==> src/rtl/sobel_edge_3x3.sv <==
// Purpose : 3x3 Sobel edge magnitude over a column stream (upper/centre/lower luma), control words passed through.
// Latency : a column's result is written after its right neighbour (or the line's control word) has been seen.
// Backpressure: one-word output register; no pop and no state change while that register cannot be freed.
//
// Ports:
//   clk, srst_n       clock, asynchronous active-low reset
//   duo/dco/dlo       upper/centre/lower column words from an FWFT FIFO, valid while empty=0
//   rd_en             pops one column (or one control word) from upstream
//   dout, wr_en, full result word and push strobe towards the downstream FIFO
module sobel_edge_3x3 (
    input  logic        clk,
    input  logic        srst_n,
    input  logic [31:0] duo,
    input  logic [31:0] dco,
    input  logic [31:0] dlo,
    input  logic        empty,
    output logic        rd_en,
    output logic [31:0] dout,
    output logic        wr_en,
    input  logic        full
);

    localparam logic [2:0] S_IDLE  = 3'd0;
    localparam logic [2:0] S_PRIME = 3'd1;
    localparam logic [2:0] S_RUN   = 3'd2;
    localparam logic [2:0] S_FLUSH = 3'd3;
    localparam logic [2:0] S_CTRL  = 3'd4;

    logic [2:0]  state;
    logic [7:0]  lu, lc, ll, cu, cc, cl, ru, rc, rl;
    logic [31:0] obuf;
    logic        ovld;

    logic        free;
    logic        head_ctrl;
    logic        head_pix;
    logic        pix_state;
    logic [7:0]  nru, nrc, nrl;
    logic [7:0]  mag;
    logic [31:0] pix_word;
    logic        unused_hi;

    // Only the luma byte of the upper/lower words carries information.
    assign unused_hi = ^{duo[31:8], dlo[31:8]};

    assign wr_en     = ovld & ~full;
    assign free      = ~ovld | wr_en;
    assign dout      = obuf;
    assign head_ctrl = ~empty & (dco[31:30] == 2'b11);
    assign head_pix  = ~empty & (dco[31:30] != 2'b11);
    assign pix_state = (state == S_IDLE) | (state == S_PRIME) | (state == S_RUN);

    // Pixels are popped in the streaming states; the control word is popped only
    // from CTRL, after the line's last pixel has been flushed out.
    assign rd_en = srst_n & free &
                   ((pix_state & head_pix) | ((state == S_CTRL) & head_ctrl));

    // New right column: the incoming pixel, or a replica of R at the line end.
    assign nru = (state == S_FLUSH) ? ru : duo[7:0];
    assign nrc = (state == S_FLUSH) ? rc : dco[7:0];
    assign nrl = (state == S_FLUSH) ? rl : dlo[7:0];

    function automatic logic [7:0] sobel_mag(
        input logic [7:0] a_u, input logic [7:0] a_c, input logic [7:0] a_l,
        input logic [7:0] b_u, input logic [7:0] b_l,
        input logic [7:0] c_u, input logic [7:0] c_c, input logic [7:0] c_l
    );
        logic [10:0] s_r, s_l, s_u, s_d, gx, gy, ax, ay;
        logic [11:0] m;
        s_r = {3'b0, c_u} + {2'b0, c_c, 1'b0} + {3'b0, c_l};
        s_l = {3'b0, a_u} + {2'b0, a_c, 1'b0} + {3'b0, a_l};
        s_u = {3'b0, a_u} + {2'b0, b_u, 1'b0} + {3'b0, c_u};
        s_d = {3'b0, a_l} + {2'b0, b_l, 1'b0} + {3'b0, c_l};
        gx  = s_r - s_l;
        gy  = s_u - s_d;
        ax  = gx[10] ? (~gx + 11'd1) : gx;
        ay  = gy[10] ? (~gy + 11'd1) : gy;
        m   = {1'b0, ax} + {1'b0, ay};
        return (m > 12'd255) ? 8'hFF : m[7:0];
    endfunction

    // Evaluated on the window as it will stand after the shift (L=C, C=R, R=new).
    assign mag      = sobel_mag(cu, cc, cl, ru, rl, nru, nrc, nrl);
    assign pix_word = {8'h00, mag, mag, mag};

    always_ff @(posedge clk or negedge srst_n) begin
        if (!srst_n) begin
            state <= S_IDLE;
            obuf  <= 32'h0;
            ovld  <= 1'b0;
            lu <= 8'h0; lc <= 8'h0; ll <= 8'h0;
            cu <= 8'h0; cc <= 8'h0; cl <= 8'h0;
            ru <= 8'h0; rc <= 8'h0; rl <= 8'h0;
        end else begin
            if (wr_en) ovld <= 1'b0;
            case (state)
                S_IDLE: begin
                    if (rd_en) begin
                        // Left-edge replicate: the first column fills the whole window.
                        lu <= duo[7:0]; lc <= dco[7:0]; ll <= dlo[7:0];
                        cu <= duo[7:0]; cc <= dco[7:0]; cl <= dlo[7:0];
                        ru <= duo[7:0]; rc <= dco[7:0]; rl <= dlo[7:0];
                        state <= S_PRIME;
                    end else if (head_ctrl && free) begin
                        state <= S_CTRL;
                    end
                end
                S_PRIME, S_RUN, S_FLUSH: begin
                    if (rd_en || (state == S_FLUSH && free)) begin
                        lu <= cu;  lc <= cc;  ll <= cl;
                        cu <= ru;  cc <= rc;  cl <= rl;
                        ru <= nru; rc <= nrc; rl <= nrl;
                        obuf  <= pix_word;
                        ovld  <= 1'b1;
                        state <= (state == S_FLUSH) ? S_CTRL : S_RUN;
                    end else if (state != S_FLUSH && head_ctrl && free) begin
                        state <= S_FLUSH;
                    end
                end
                S_CTRL: begin
                    if (rd_en) begin
                        obuf  <= dco;
                        ovld  <= 1'b1;
                        state <= S_IDLE;
                    end
                end
                default: state <= S_IDLE;
            endcase
        end
    end

endmodule
==> config.mk <==
export PLATFORM = sky130hd
export DESIGN_NAME = sobel_edge_3x3
export DESIGN_NICKNAME = d
export VERILOG_FILES = /design/src/rtl/sobel_edge_3x3.sv
export SDC_FILE = /design/constraint.sdc
export NUM_CORES = 1
export LEC_CHECK = 0
export BUFFER_PORTS_ARGS = -buffer_cell sky130_fd_sc_hd__buf_2
export CORE_UTILIZATION = 60
export CTS_CLUSTER_DIAMETER = 40
export DETAILED_ROUTE_END_ITERATION = 10
export MAX_ROUTING_LAYER = met4
export PLACE_DENSITY = 0.95
export SLEW_MARGIN = 0
export SYNTH_ARGS = -nofsm -noshare
export SYNTH_HDL_FRONTEND = slang
export SYNTH_SLANG_ARGS = --single-unit
==> constraint.sdc <==
create_clock -name clk -period 16.1 [get_ports clk]
set_input_delay 3.22 -clock clk [delete_from_list [all_inputs] [get_ports clk]]
set_output_delay 3.22 -clock clk [all_outputs]
set_load 0.02 [all_outputs]
# After elaboration in Yosys (flattened, before gate mapping)

Index checks and enable logic that the tools add are counted.

Bits in registers: 84
Output and inout port bits: 34
Logic and storage cells: 98

Add/subtract/negate cells: 13
Reduce and logical (&&, ||, !) cells: 12
Equality and inequality tests: 12
Bitwise gates (word level): 16
Mux-type cells: 35
Magnitude comparators: 1

Operators with widths:

| kind                                                 | number |
|---|---|
| 2-to-1 mux 8 bit                                     | 13 |
| one-hot mux 8 bit (2 select lines)                   | 6 |
| 2-to-1 mux 32 bit                                    | 2 |
| one-hot mux 32 bit (2 select lines)                  | 1 |
| adder 10 x 8 -> 11 bit                               | 4 |
| adder 8 x 9 -> 10 bit                                | 4 |
| adder 11 x 1 -> 11 bit (second input constant)       | 2 |
| 2-to-1 mux 11 bit                                    | 2 |
| NOT 11 bit                                           | 2 |
| subtractor 11 bit                                    | 2 |
| 2-to-1 mux 3 bit                                     | 6 |
| adder 11 x 11 -> 12 bit                              | 1 |
| > comparator 12 x 8 -> 1 bit (second input constant) | 1 |
| one-hot mux 3 bit (3 select lines)                   | 1 |
| AND reduction 3 bit                                  | 3 |
| != test 2 bit (second input constant)                | 4 |
| bitwise AND 1 bit                                    | 7 |
| equality test 3 x 2 -> 1 bit (second input constant) | 2 |
| != test 3 x 2 -> 1 bit (second input constant)       | 2 |
| logical AND 1 bit                                    | 4 |
| OR 1 bit                                             | 4 |
| nonzero test 2 bit                                   | 2 |
| equality test 3 x 1 -> 1 bit (second input constant) | 1 |
| equality test 3 bit (second input constant)          | 1 |
| other kinds (8)                                      | 12 |

# Longest topological paths before layout

Gate-level depths: netlist of the first run.

Word-level depth: 13
Gate-level depth with buffers: 30
Gate-level depth less buffers: 27

# Least setup slack after synthesis of the first run

No wires, ideal clock.

Path type: input to register
Start point: input dlo[0]
End point: register obuf[10], in the netlist dout[10]
Data arrival time: 8.592 ns
Required time: 15.974 ns
Setup time: 0.126 ns
Path buffers: 0
Path slack: 7.382 ns
Stages: 23
Path through: mux2i_1 inv_1 fa_1 fa_1 fa_1 ha_1 inv_1 fa_1 nand2b_1 a21oi_1 a21oi_1 or3_1 or3_1 nor2b_1 xor2_1 ha_1 a21o_1 a31oi_1 o21ai_0 nor4_4 nand4_2 nor2_1 a21oi_1

Cells in the longest elaborated chain, start to end: 11
Elaborated cells between the ends (all ways): 16
Those cells by class: add/sub: 7; order compare: 1; mux: 6; bitwise: 2

RTL lines:

| item                                      | RTL line | source |
|---|---|---|
| from (decl)                               | 15       | `input logic [31:0] dlo,` |
| 2-to-1 mux 8 bit *                        | 61       | `assign nrl = (state == S_FLUSH) ? rl : dlo[7:0];` |
| adder 10 x 8 -> 11 bit (on tied branches) | 70, 73   |  |
| subtractor 11 bit (on tied branches)      | 74, 75   |  |
| NOT 11 bit (on tied branches)             | 76, 77   |  |
| adder 11 x 1 -> 11 bit (on tied branches) | 76, 77   |  |
| 2-to-1 mux 11 bit (on tied branches)      | 76, 77   |  |
| adder 11 x 11 -> 12 bit *                 | 78       | `m = {1'b0, ax} + {1'b0, ay};` |
| > comparator 12 x 8 -> 1 bit              | 79       | `return (m > 12'd255) ? 8'hFF : m[7:0];` |
| 2-to-1 mux 8 bit *                        | 79       |  |
| 2-to-1 mux 32 bit *                       | 109      | `if (rd_en \|\| (state == S_FLUSH && free)) begin` |
| one-hot mux 32 bit (2 select lines) *     | 96       | `case (state)` |
| to (signal assigned)                      | 113      | `obuf <= pix_word;` |
| to (signal assigned)                      | 122      | `obuf <= dco;` |
| to (decl)                                 | 31       | `logic [31:0] obuf;` |

Every way passes the cells marked *; elsewhere a longest branch is shown, timed or not. The select of a mux whose other input is x is not followed.
A chain may end at the register's enable or synchronous reset.

# Final worst setup path of the first run

Start point: input dlo[0]
End point: register obuf[4], in the netlist dout[4]

Same word-level chain as after synthesis.

==> results of run 1 <==
## worst max path at each step
stage / start / to / slack (ns) / cells past startpoint
6_report: dlo[0] / dout[4] / 6.63 / 24
5_1_grt: dlo[0] / dout[22] / 6.30 / 24
4_1_cts: dlo[0] / dout[4] / 6.76 / 24
3_5_place_dp: dlo[0] / dout[21] / 6.51 / 24
3_3_place_gp: dlo[0] / dout[5] / 6.65 / 24
2_1_floorplan: dlo[0] / dout[10] / 7.38 / 23
## cell usage in the layout, fill, tap and decap left out, types with 5 or more instances in the layout
| master | Yosys | routed |
|---|---|---|
| a22o_1 | 6 | 6 |
| fa_1 | 61 | 61 |
| ha_1 | 39 | 39 |
| or3_1 | 5 | 5 |
| a21o_1 | 10 | 10 |
| o21ai_0 | 64 | 64 |
| o21a_1 | 9 | 9 |
| and3_1 | 5 | 5 |
| xnor2_1 | 23 | 23 |
| nor2b_1 | 8 | 8 |
| nor2_1 | 62 | 61 |
| nor3_1 | 9 | 9 |
| nand2b_1 | 7 | 7 |
| dfrtp_1 | 84 | 84 |
| a21oi_1 | 64 | 64 |
| nand2_1 | 91 | 91 |
| mux2i_1 | 28 | 28 |
| clkbuf_16 | 0 | 9 |
| xor2_1 | 12 | 12 |
| buf_2 | 5 | 84 |
| mux2_2 | 13 | 13 |
| buf_4 | 1 | 7 |
| inv_1 | 112 | 112 |
| a31oi_1 | 5 | 5 |
## critical path, delay by kind of cell
family,cells,cell delay (ns)
adder cells (fa/ha/maj),6,2.46
AO/OA/AOI/OAI,6,1.19
AND/OR/NAND/NOR,7,2.00
multiplexers,1,0.33
buffers and inverters,3,0.32
XOR/XNOR,1,0.16
## metrics by stage
step | worst slack [ns] | util (%) | hold slack [ns] | instance area, um^2
final | 6.63 | 69.2 | 0.487 | 7930
after detailed placement | 6.51 | 66.6 | 0.471 | 7640
after global routing | 6.30 | 69.2 | 0.510 | 7930
after CTS | 6.76 | 69.2 | 0.485 | 7930
after floorplan | 7.38 | - | 0.450 | 7090
after global placement | 6.65 | 66.6 | 0.464 | 7640
## routing by layer
| layer | routed length (um) | part of all wire (%) |
|---|---|---|
| met1 | 7200 | 36 |
| met2 | 9690 | 48 |
| met5 | 0 | 0 |
| met4 | 1350 | 6.7 |
| met3 | 1880 | 9.3 |
## area by class of cell
class | count | area, um^2 | share of cell area (%)
well taps | 143 | 179 | 2.26
clock buffers | 9 | 225 | 2.84
multi-input cells | 565 | 4460 | 56.3
clock inverters | 7 | 68.8 | 0.868
flip-flops and latches | 84 | 2100 | 26.5
inverters | 112 | 420 | 5.30
repair buffers | 91 | 473 | 5.96
## logic make-up after synthesis
kind of cell	after synthesis	share of synthesized area, %
xor+xnor	35	4.32
flops	84	29.6
compound gates	181	14.9
mux	41	6.02
simple gates	208	13.3
fa+ha+maj	100	24.1
buf+inv	141	7.71
==> qor.csv, run 1 <==
stage,metric,value,unit
status,status,completed,
clock_tree,Max clock buf depth,2,
worst_setup_path,CP dominant cell by count,fa_1,
worst_setup_path,Worst Setup End Kind,flop,
worst_setup_path,r2r startpoint,state[2],
timing,headroom to the max-slew limit,38.4,%
global_routing,Top Usage Layer GRT,met2,
floorplan,die area,12300,um^2
floorplan,Die Span Y,111,um
timing,worst slew pin tran,0.922,ns
clock_tree,CTS tree,done,
synth,number of flops mapped to enable cells by yosys,0,
global_routing,GRT met2 Usage,57.1,%
timing,crit share post-route,58.8,%
worst_setup_path,Worst Path Required,16.31,ns
hold_path,hold path depth,2,
synth,post-synthesis async set-or-reset flop share,100,%
clock_tree,clk root buf,clkbuf_16,
global_routing,initial antenna violation count,0,
flow_run,max-cap viol count,0,
routing,Detailed Route WL,20100,um
global_routing,GR Util met3,7.11,%
synth,Yosys Warn Count,0,
timing,pins over their slew limit,0,
worst_setup_path,CP max stage cell,fa_1,
timing,final hold violation count,0,
placed_design,IO buf count,85,
routing,DR vias/cell,6.38,
global_routing,first-pass GRT wire length,32900,um
final_layout,nets,1063,
synth,commonest cells in the netlist,"inv_1, nand2_1, dfrtp_1",
routing,first-pass detailed-route iteration total,6,
worst_setup_path,FF-to-FF setup slack,8.43,ns
final_layout,"Cell Count, Final, Fillers Out",1011,
routing,drt drc,0,
floorplan,Die Wd,111,um
routing,initial drt markers,728,
synth,most numerous cell in the Yosys netlist,inv_1,
hold_path,hold_sp,cl[6],
global_routing,vias in the first global route,6753,
clock_tree,total CTS buffers,9,
synth,Yosys top cell by area,dfrtp_1,
synth,Synth Cell Area,7090,um^2
synth,Mapped Avg Cell Area,8.98,um^2
timing,Max Freq,106,MHz
worst_setup_path,Reg-to-Reg End,dout[4],
synth,ys flop type,dfrtp_1,
global_routing,gr ovfl total,0,
synth,cell count after synthesis,790,
final_layout,P&R area growth vs syn,11.9,%
worst_setup_path,r2r worst-path depth,23,
floorplan,Initial Util,61.8,%
timing,TNS Setup,0,ns
worst_setup_path,critical setup path kind,input pin to flop,
worst_setup_path,crit start category,input pin,
timing,RSZ-0062 raised after global routing,false,
clock_tree,Sinks on Clock Net,84,
global_routing,M1 GR Usage,40.3,%
floorplan,Core Region,11500,um^2
placed_design,routability cong.,0.930,
floorplan,Site Rows,39,
timing,Tmin final,9.47,ns
floorplan,number of I/O pins,134,
clock_tree,"Setup Fix Bufs, Post-CTS",0,
synth,synthesized net count,990,
hold_path,hold endpoint,cl[6],
synth,Synth cell types,58,
timing,Setup Viol. Count Final,0,
clock_tree,post-cts gate resize count,0,
final_layout,# fillers,709,
synth,top cell type's share of synthesized area,29.6,%
synth,"Seq/Total Area, Yosys",29.6,%
placed_design,# placed instances,995,
hold_path,Worst Hold Class,flop to flop,
global_routing,Total GRT Usage,35.4,%
synth,top post-synthesis cells by area,"dfrtp_1, fa_1, ha_1",
synth,"flops & latches, synth",84,
worst_setup_path,CP max stage delay,0.52,ns
clock_tree,CTS H-Tree Depth,3,
worst_setup_path,"Max FO, Critical Path",8,
routing,via count,6453,
routing,post-route ant nets,0,
clock_tree,worst skew pair latency,0.35,ns
clock_tree,hold_buf cts,0,
final_layout,layout cells sized above 1,14.7,%
worst_setup_path,CP arrival,9.67,ns
worst_setup_path,CP Cell Sequence,"buf_2, mux2i_1, inv_1, fa_1, fa_1, fa_1, ha_1, inv_1, fa_1, nand2b_1, a21oi_1, a21oi_1, or3_1, or3_1, nor2b_1, xor2_1, ha_1, a21o_1, a31oi_1, o21ai_0, nor4_4, nand4_2, nor2_1, a21oi_1",
final_layout,# diodes,0,
placed_design,HPWL Detailed,13700,um
clock_tree,Clock transition at path regs,0.07,ns
timing,skew final,0.00936,ns
routing,DR WL/cell,19.9,um
global_routing,largest net degree at the start of global routing,72,
Power of run 1 is not shown: default switching activity piles up to over one toggle a cycle in this logic, so the estimate is an artifact.
==> run 2: changes to the inputs <==
--- a/config.mk
+++ b/config.mk
@@ -5,12 +5,13 @@
 export SDC_FILE = /design/constraint.sdc
 export NUM_CORES = 1
 export LEC_CHECK = 0
+export ABC_AREA = 1
 export BUFFER_PORTS_ARGS = -buffer_cell sky130_fd_sc_hd__buf_2
-export CORE_UTILIZATION = 60
+export CORE_UTILIZATION = 58
 export CTS_CLUSTER_DIAMETER = 40
 export DETAILED_ROUTE_END_ITERATION = 10
 export MAX_ROUTING_LAYER = met4
-export PLACE_DENSITY = 0.95
+export PLACE_DENSITY = 0.93
 export SLEW_MARGIN = 0
 export SYNTH_ARGS = -nofsm -noshare
 export SYNTH_HDL_FRONTEND = slang
==> constraint.sdc (replaced) <==
create_clock -name clk -period 9.93 [get_ports clk]
set_input_delay 1.986 -clock clk [delete_from_list [all_inputs] [get_ports clk]]
set_output_delay 1.986 -clock clk [all_outputs]
set_load 0.02 [all_outputs]
==> run 2 against run 1 <==
Cell area increased by 2.9%; worst setup slack got worse by 4.4 ns; global-route usage decreased by 4.9 points; worst hold slack got worse by 0.021 ns.
==> qor.csv, run 2 <==
stage,metric,value,unit
worst_setup_path,crit start category,flop,
clock_tree,Max clock buf depth,2,
clock_tree,total CTS buffers,9,
synth,most numerous cell in the Yosys netlist,nand2_1,
floorplan,Die Wd,115,um
clock_tree,post-cts gate resize count,0,
worst_setup_path,"Max FO, Critical Path",27,
floorplan,Die Span Y,115,um
placed_design,routability cong.,0.960,
clock_tree,clk root buf,clkbuf_16,
final_layout,# diodes,0,
worst_setup_path,Worst Path Required,10.16,ns
status,status,completed,
timing,worst slew pin tran,1.08,ns
global_routing,Total GRT Usage,30.5,%
final_layout,"Cell Count, Final, Fillers Out",1196,
routing,Detailed Route WL,18200,um
final_layout,most frequent cells in the layout,"nand2_1, inv_1, dfrtp_1, buf_2, nor2_1",
timing,Setup Viol. Count Final,0,
placed_design,HPWL Detailed,13500,um
final_layout,post-layout util,66.8,%
routing,post-route ant nets,0,
timing,crit share post-route,77.4,%
floorplan,Site Rows,40,
timing,final hold violation count,0,
timing,Max Freq,130,MHz
clock_tree,CTS tree,done,
final_layout,nets,1223,
clock_tree,Clock transition at path regs,0.07,ns
timing,headroom to the max-slew limit,28.0,%
synth,"flops & latches, synth",84,
routing,DR vias/cell,5.48,
routing,drt drc,0,
hold_path,Worst Hold Class,flop to flop,
global_routing,vias in the first global route,6431,
timing,TNS Setup,0,ns
worst_setup_path,CP dominant cell by count,nand2_1,
clock_tree,hold_buf cts,0,
global_routing,first-pass GRT wire length,29900,um
worst_setup_path,CP max stage cell,nor3_4,
synth,top cell type's share of synthesized area,28.5,%
timing,Hold WS,0.466,ns
timing,skew final,0.00898,ns
routing,via count,6549,
floorplan,Initial Util,60.4,%
synth,cell count after synthesis,952,
timing,RSZ-0062 raised after global routing,false,
routing,DR WL/cell,15.2,um
synth,commonest cells in the netlist,"nand2_1, inv_1, dfrtp_1",
floorplan,die area,13200,um^2
synth,number of flops mapped to enable cells by yosys,0,
synth,Yosys Warn Count,0,
clock_tree,worst skew pair latency,0.35,ns
clock_tree,"Setup Fix Bufs, Post-CTS",0,
synth,ys flop type,dfrtp_1,
global_routing,largest net degree at the start of global routing,86,
flow_run,max-cap viol count,0,
final_layout,layout cells sized above 1,11.8,%
worst_setup_path,CP max stage delay,0.88,ns
routing,first-pass detailed-route iteration total,5,
placed_design,IO buf count,85,
synth,synthesized net count,1152,
synth,Mapped Avg Cell Area,7.75,um^2
global_routing,gr ovfl total,0,
synth,Synth Cell Area,7380,um^2
floorplan,Core Region,12200,um^2
worst_setup_path,CP arrival,7.92,ns
synth,post-synthesis async set-or-reset flop share,100,%
worst_setup_path,critical setup path kind,flop to flop,
synth,top post-synthesis cells by area,"dfrtp_1, fa_1, nand2_1",
global_routing,initial antenna violation count,0,
synth,Yosys top cell by area,dfrtp_1,
final_layout,"most common cell after layout, fill and taps aside",nand2_1,
final_layout,# fillers,947,
floorplan,number of I/O pins,134,
synth,"Seq/Total Area, Yosys",28.5,%
clock_tree,Sinks on Clock Net,84,
placed_design,# placed instances,1180,
clock_tree,CTS H-Tree Depth,3,
worst_setup_path,Worst Setup End Kind,flop,
synth,Synth cell types,30,
routing,initial drt markers,660,
timing,pins over their slew limit,0,
final_layout,P&R area growth vs syn,10.6,%
timing,Tmin final,7.69,ns
## run 2: layout make-up
| type | count | area, um^2 | area share, % |
|---|---|---|---|
| clock buffer | 9 | 225 | 2.76 |
| clock inverter | 7 | 57.6 | 0.705 |
| timing repair buffer | 86 | 435 | 5.33 |
| multi-input combinational | 657 | 4440 | 54.3 |
| sequential | 84 | 2100 | 25.8 |
| tap | 168 | 210 | 2.58 |
| inverter | 185 | 697 | 8.54 |
## run 2: kinds of logic after synthesis
group	after synthesis	synth area share (%)
simple gates	344	19.5
buf+inv	211	11.5
compound gates	180	13.5
fa+ha+maj	100	23.2
flops	84	28.5
xor+xnor	33	3.92
## run 2: final timing paths
check	start	to	slack, ns	cells after the start
worst max-delay path	state[2]	dout[23]	2.24	32
worst min-delay path	dout[30]	dout[30]	0.47	2
worst max register to register	state[2]	dout[23]	2.24	32
worst min register to register	dout[30]	dout[30]	0.47	2
max in group asynchronous	srst_n	cl[4]	7.40	1
min in group asynchronous	srst_n	dout[30]	1.84	1
## run 2: layer usage
metal / vias up / track usage (%) / part of all wire (%)
met5: - / - / 0
li1: 3144 / - / -
met1: 3079 / 37.4 / 41
met2: 274 / 50.2 / 50
met3: 52 / 5.32 / 6.6
met4: 0 / 12.8 / 3.3
## run 2: worst max-delay path, delay by kind of cell, from the launching register on
| family | cells | cell delay, ns |
|---|---|---|
| flip-flops | 1 | 0.47 |
| buffers and inverters | 7 | 0.89 |
| AND/OR/NAND/NOR | 16 | 2.86 |
| AO/OA/AOI/OAI | 3 | 0.83 |
| adder cells (fa/ha/maj) | 6 | 2.50 |
## run 2: per-stage QoR
step	setup slack (ns)	area, um^2
final	2.24	8160
after global routing	1.63	8160
after CTS	2.34	8160
after detailed placement	2.16	7880
after global placement	2.34	7880
after floorplan	3.03	7380
Power of run 2 is left out for the same reason.
==> run 3: changes to the inputs <==
--- a/config.mk
+++ b/config.mk
@@ -5,13 +5,13 @@
 export SDC_FILE = /design/constraint.sdc
 export NUM_CORES = 1
 export LEC_CHECK = 0
-export ABC_AREA = 1
+export ABC_AREA = 0
 export BUFFER_PORTS_ARGS = -buffer_cell sky130_fd_sc_hd__buf_2
-export CORE_UTILIZATION = 58
+export CORE_UTILIZATION = 52
 export CTS_CLUSTER_DIAMETER = 40
 export DETAILED_ROUTE_END_ITERATION = 10
 export MAX_ROUTING_LAYER = met4
-export PLACE_DENSITY = 0.93
+export PLACE_DENSITY = 0.89
 export SLEW_MARGIN = 0
 export SYNTH_ARGS = -nofsm -noshare
 export SYNTH_HDL_FRONTEND = slang
==> constraint.sdc (replaced) <==
create_clock -name clk -period 6.9 [get_ports clk]
set_input_delay 1.38 -clock clk [delete_from_list [all_inputs] [get_ports clk]]
set_output_delay 1.38 -clock clk [all_outputs]
set_load 0.02 [all_outputs]
==> run 3 against run 2 <==
Die area up 7.0%; wire length up 20%; worst hold slack better by 0.0066 ns; flip-flop and latch count unchanged; critical path depth down 6; first-iteration DRC count down 10%; global-route usage up 1.4 points; critical endpoint is now dout[17].
==> qor.csv, run 3 (synthesis results as in run 1) <==
stage,metric,value,unit
global_routing,GR Util met3,6.23,%
routing,via count,6743,
routing,post-route ant nets,0,
worst_setup_path,crit start category,input pin,
global_routing,gr ovfl total,0,
global_routing,Top Usage Layer GRT,met2,
clock_tree,clk root buf,clkbuf_16,
final_layout,"most common cell after layout, fill and taps aside",inv_1,
global_routing,vias in the first global route,6850,
timing,pins over their slew limit,0,
worst_setup_path,Worst Setup End Kind,flop,
placed_design,routability cong.,0.906,
final_layout,most frequent cells in the layout,"inv_1, nand2_1, buf_4",
clock_tree,Sinks on Clock Net,84,
global_routing,initial antenna violation count,0,
flow_run,max-cap viol count,0,
floorplan,Initial Util,53.3,%
timing,headroom to the max-slew limit,35.9,%
routing,DR WL/cell,19.3,um
floorplan,Site Rows,42,
clock_tree,worst skew pair latency,0.36,ns
clock_tree,total CTS buffers,9,
clock_tree,CTS H-Tree Depth,3,
final_layout,Reg area,2100,um^2
timing,Tmin final,6.82,ns
global_routing,largest net degree at the start of global routing,65,
final_layout,P&R area growth vs syn,26.0,%
routing,drt drc,0,
floorplan,number of I/O pins,134,
floorplan,Die Wd,119,um
floorplan,Core Region,13300,um^2
worst_setup_path,CP arrival,7.05,ns
placed_design,HPWL Detailed,14500,um
final_layout,"Cell Count, Final, Fillers Out",1130,
placed_design,# placed instances,1107,
timing,post-route setup slack,0.0834,ns
global_routing,GRT met2 Usage,53.1,%
timing,worst slew pin tran,0.959,ns
final_layout,nets,1150,
final_layout,# diodes,0,
routing,DR vias/cell,5.97,
placed_design,IO buf count,85,
final_layout,layout cells sized above 1,27.5,%
worst_setup_path,Worst Path Required,7.13,ns
hold_path,Worst Hold Class,flop to flop,
clock_tree,Max clock buf depth,2,
timing,Setup Viol. Count Final,0,
global_routing,first-pass GRT wire length,33700,um
floorplan,Die Span Y,119,um
worst_setup_path,"Max FO, Critical Path",8,
global_routing,M1 GR Usage,36.0,%
routing,Detailed Route WL,21800,um
timing,final hold violation count,0,
final_layout,# fillers,874,
global_routing,Total GRT Usage,31.9,%
routing,first-pass detailed-route iteration total,5,
final_layout,area occupied by multi-input gates,4750,um^2
timing,Max Freq,147,MHz
routing,initial drt markers,592,
floorplan,die area,14100,um^2
placed_design,Setup WS pre-CTS,-0.347,ns
timing,crit share post-route,98.8,%
clock_tree,CTS tree,done,
final_layout,post-layout util,67.2,%
clock_tree,Clock transition at path regs,0.07,ns
timing,skew final,0.0155,ns
timing,TNS Setup,0,ns
status,status,completed,
worst_setup_path,critical setup path kind,input pin to flop,
==> run 3: cell count changes in the layout (fill, tap and decap cells not counted), sizes merged, moves of 9 or more <==
cell    delta
inv       -75
a21o      +10
xor2      -10
o21a       +9
nand2    -106
mux2      +13
nor2      -13
o21ai     -13
mux2i     +28
xnor2     +12
buf       +92
nand3     -46
o211ai    -21
==> run 3: worst paths after layout <==
| check | start | cells past startpoint | slack, ns | endpoint |
|---|---|---|---|---|
| worst max register to register | state[2] | 27 | 0.13 | dout[17] |
| max in group asynchronous | srst_n | 2 | 4.84 | dout[17] |
| worst max-delay path | duo[4] | 26 | 0.08 | dout[17] |
| worst min register to register | dout[31] | 1 | 0.47 | dout[31] |
| min in group asynchronous | srst_n | 1 | 0.92 | asynchronous set/reset pin |
| worst min-delay path | dout[31] | 1 | 0.47 | dout[31] |
==> run 3: cell type report <==
type,count,area share (%)
clock buffers,9,2.52
clock inverters,6,0.560
inverters,112,4.70
multi-input cells,565,53.2
flip-flops and latches,84,23.5
well taps,176,2.46
repair buffers,178,13.0
==> run 3: worst max-delay path, cell delays in order <==
cell and delay, ns:
buf_2 0.11, mux2i_1 0.20, buf_4 0.18, fa_1 0.41
fa_1 0.48, fa_1 0.55, inv_1 0.05, ha_1 0.36
a21oi_1 0.26, o211ai_1 0.18, a31oi_4 0.27, o21bai_4 0.10
a21o_4 0.26, buf_4 0.16, nor2b_1 0.13, xor2_1 0.16
ha_1 0.27, buf_4 0.17, and4_1 0.18, a211o_1 0.29
nor4_4 0.26, nand4_4 0.14, buf_12 0.18, nor2_2 0.13
buf_4 0.15, a21oi_1 0.05
==> run 3: per-layer routing <==
metal,up-vias,part of all wire [%]
met4,0,6.6
met1,3250,36
met3,149,8.0
met2,422,50
li1,2922,-
met5,-,0
==> run 3: what timing repair did <==
| item | in CTS | in global routing |
|---|---|---|
| hold buffers | 0 | 0 |
| endpoints found under the setup margin | 24 | 24 |
| resized for setup | 7 | 64 |
| setup buffers | 0 | 8 |
| pin swaps | 0 | 23 |
==> run 3: through the flow <==
stage / cell area [um^2] / hold WS (ns)
after global routing: 8940 / 0.495
after detailed placement: 8290 / 0.461
after floorplan: 7090 / 0.450
after CTS: 8590 / 0.476
final: 8940 / 0.473
after global placement: 8290 / 0.456
Power of run 3 is left out for the same reason.
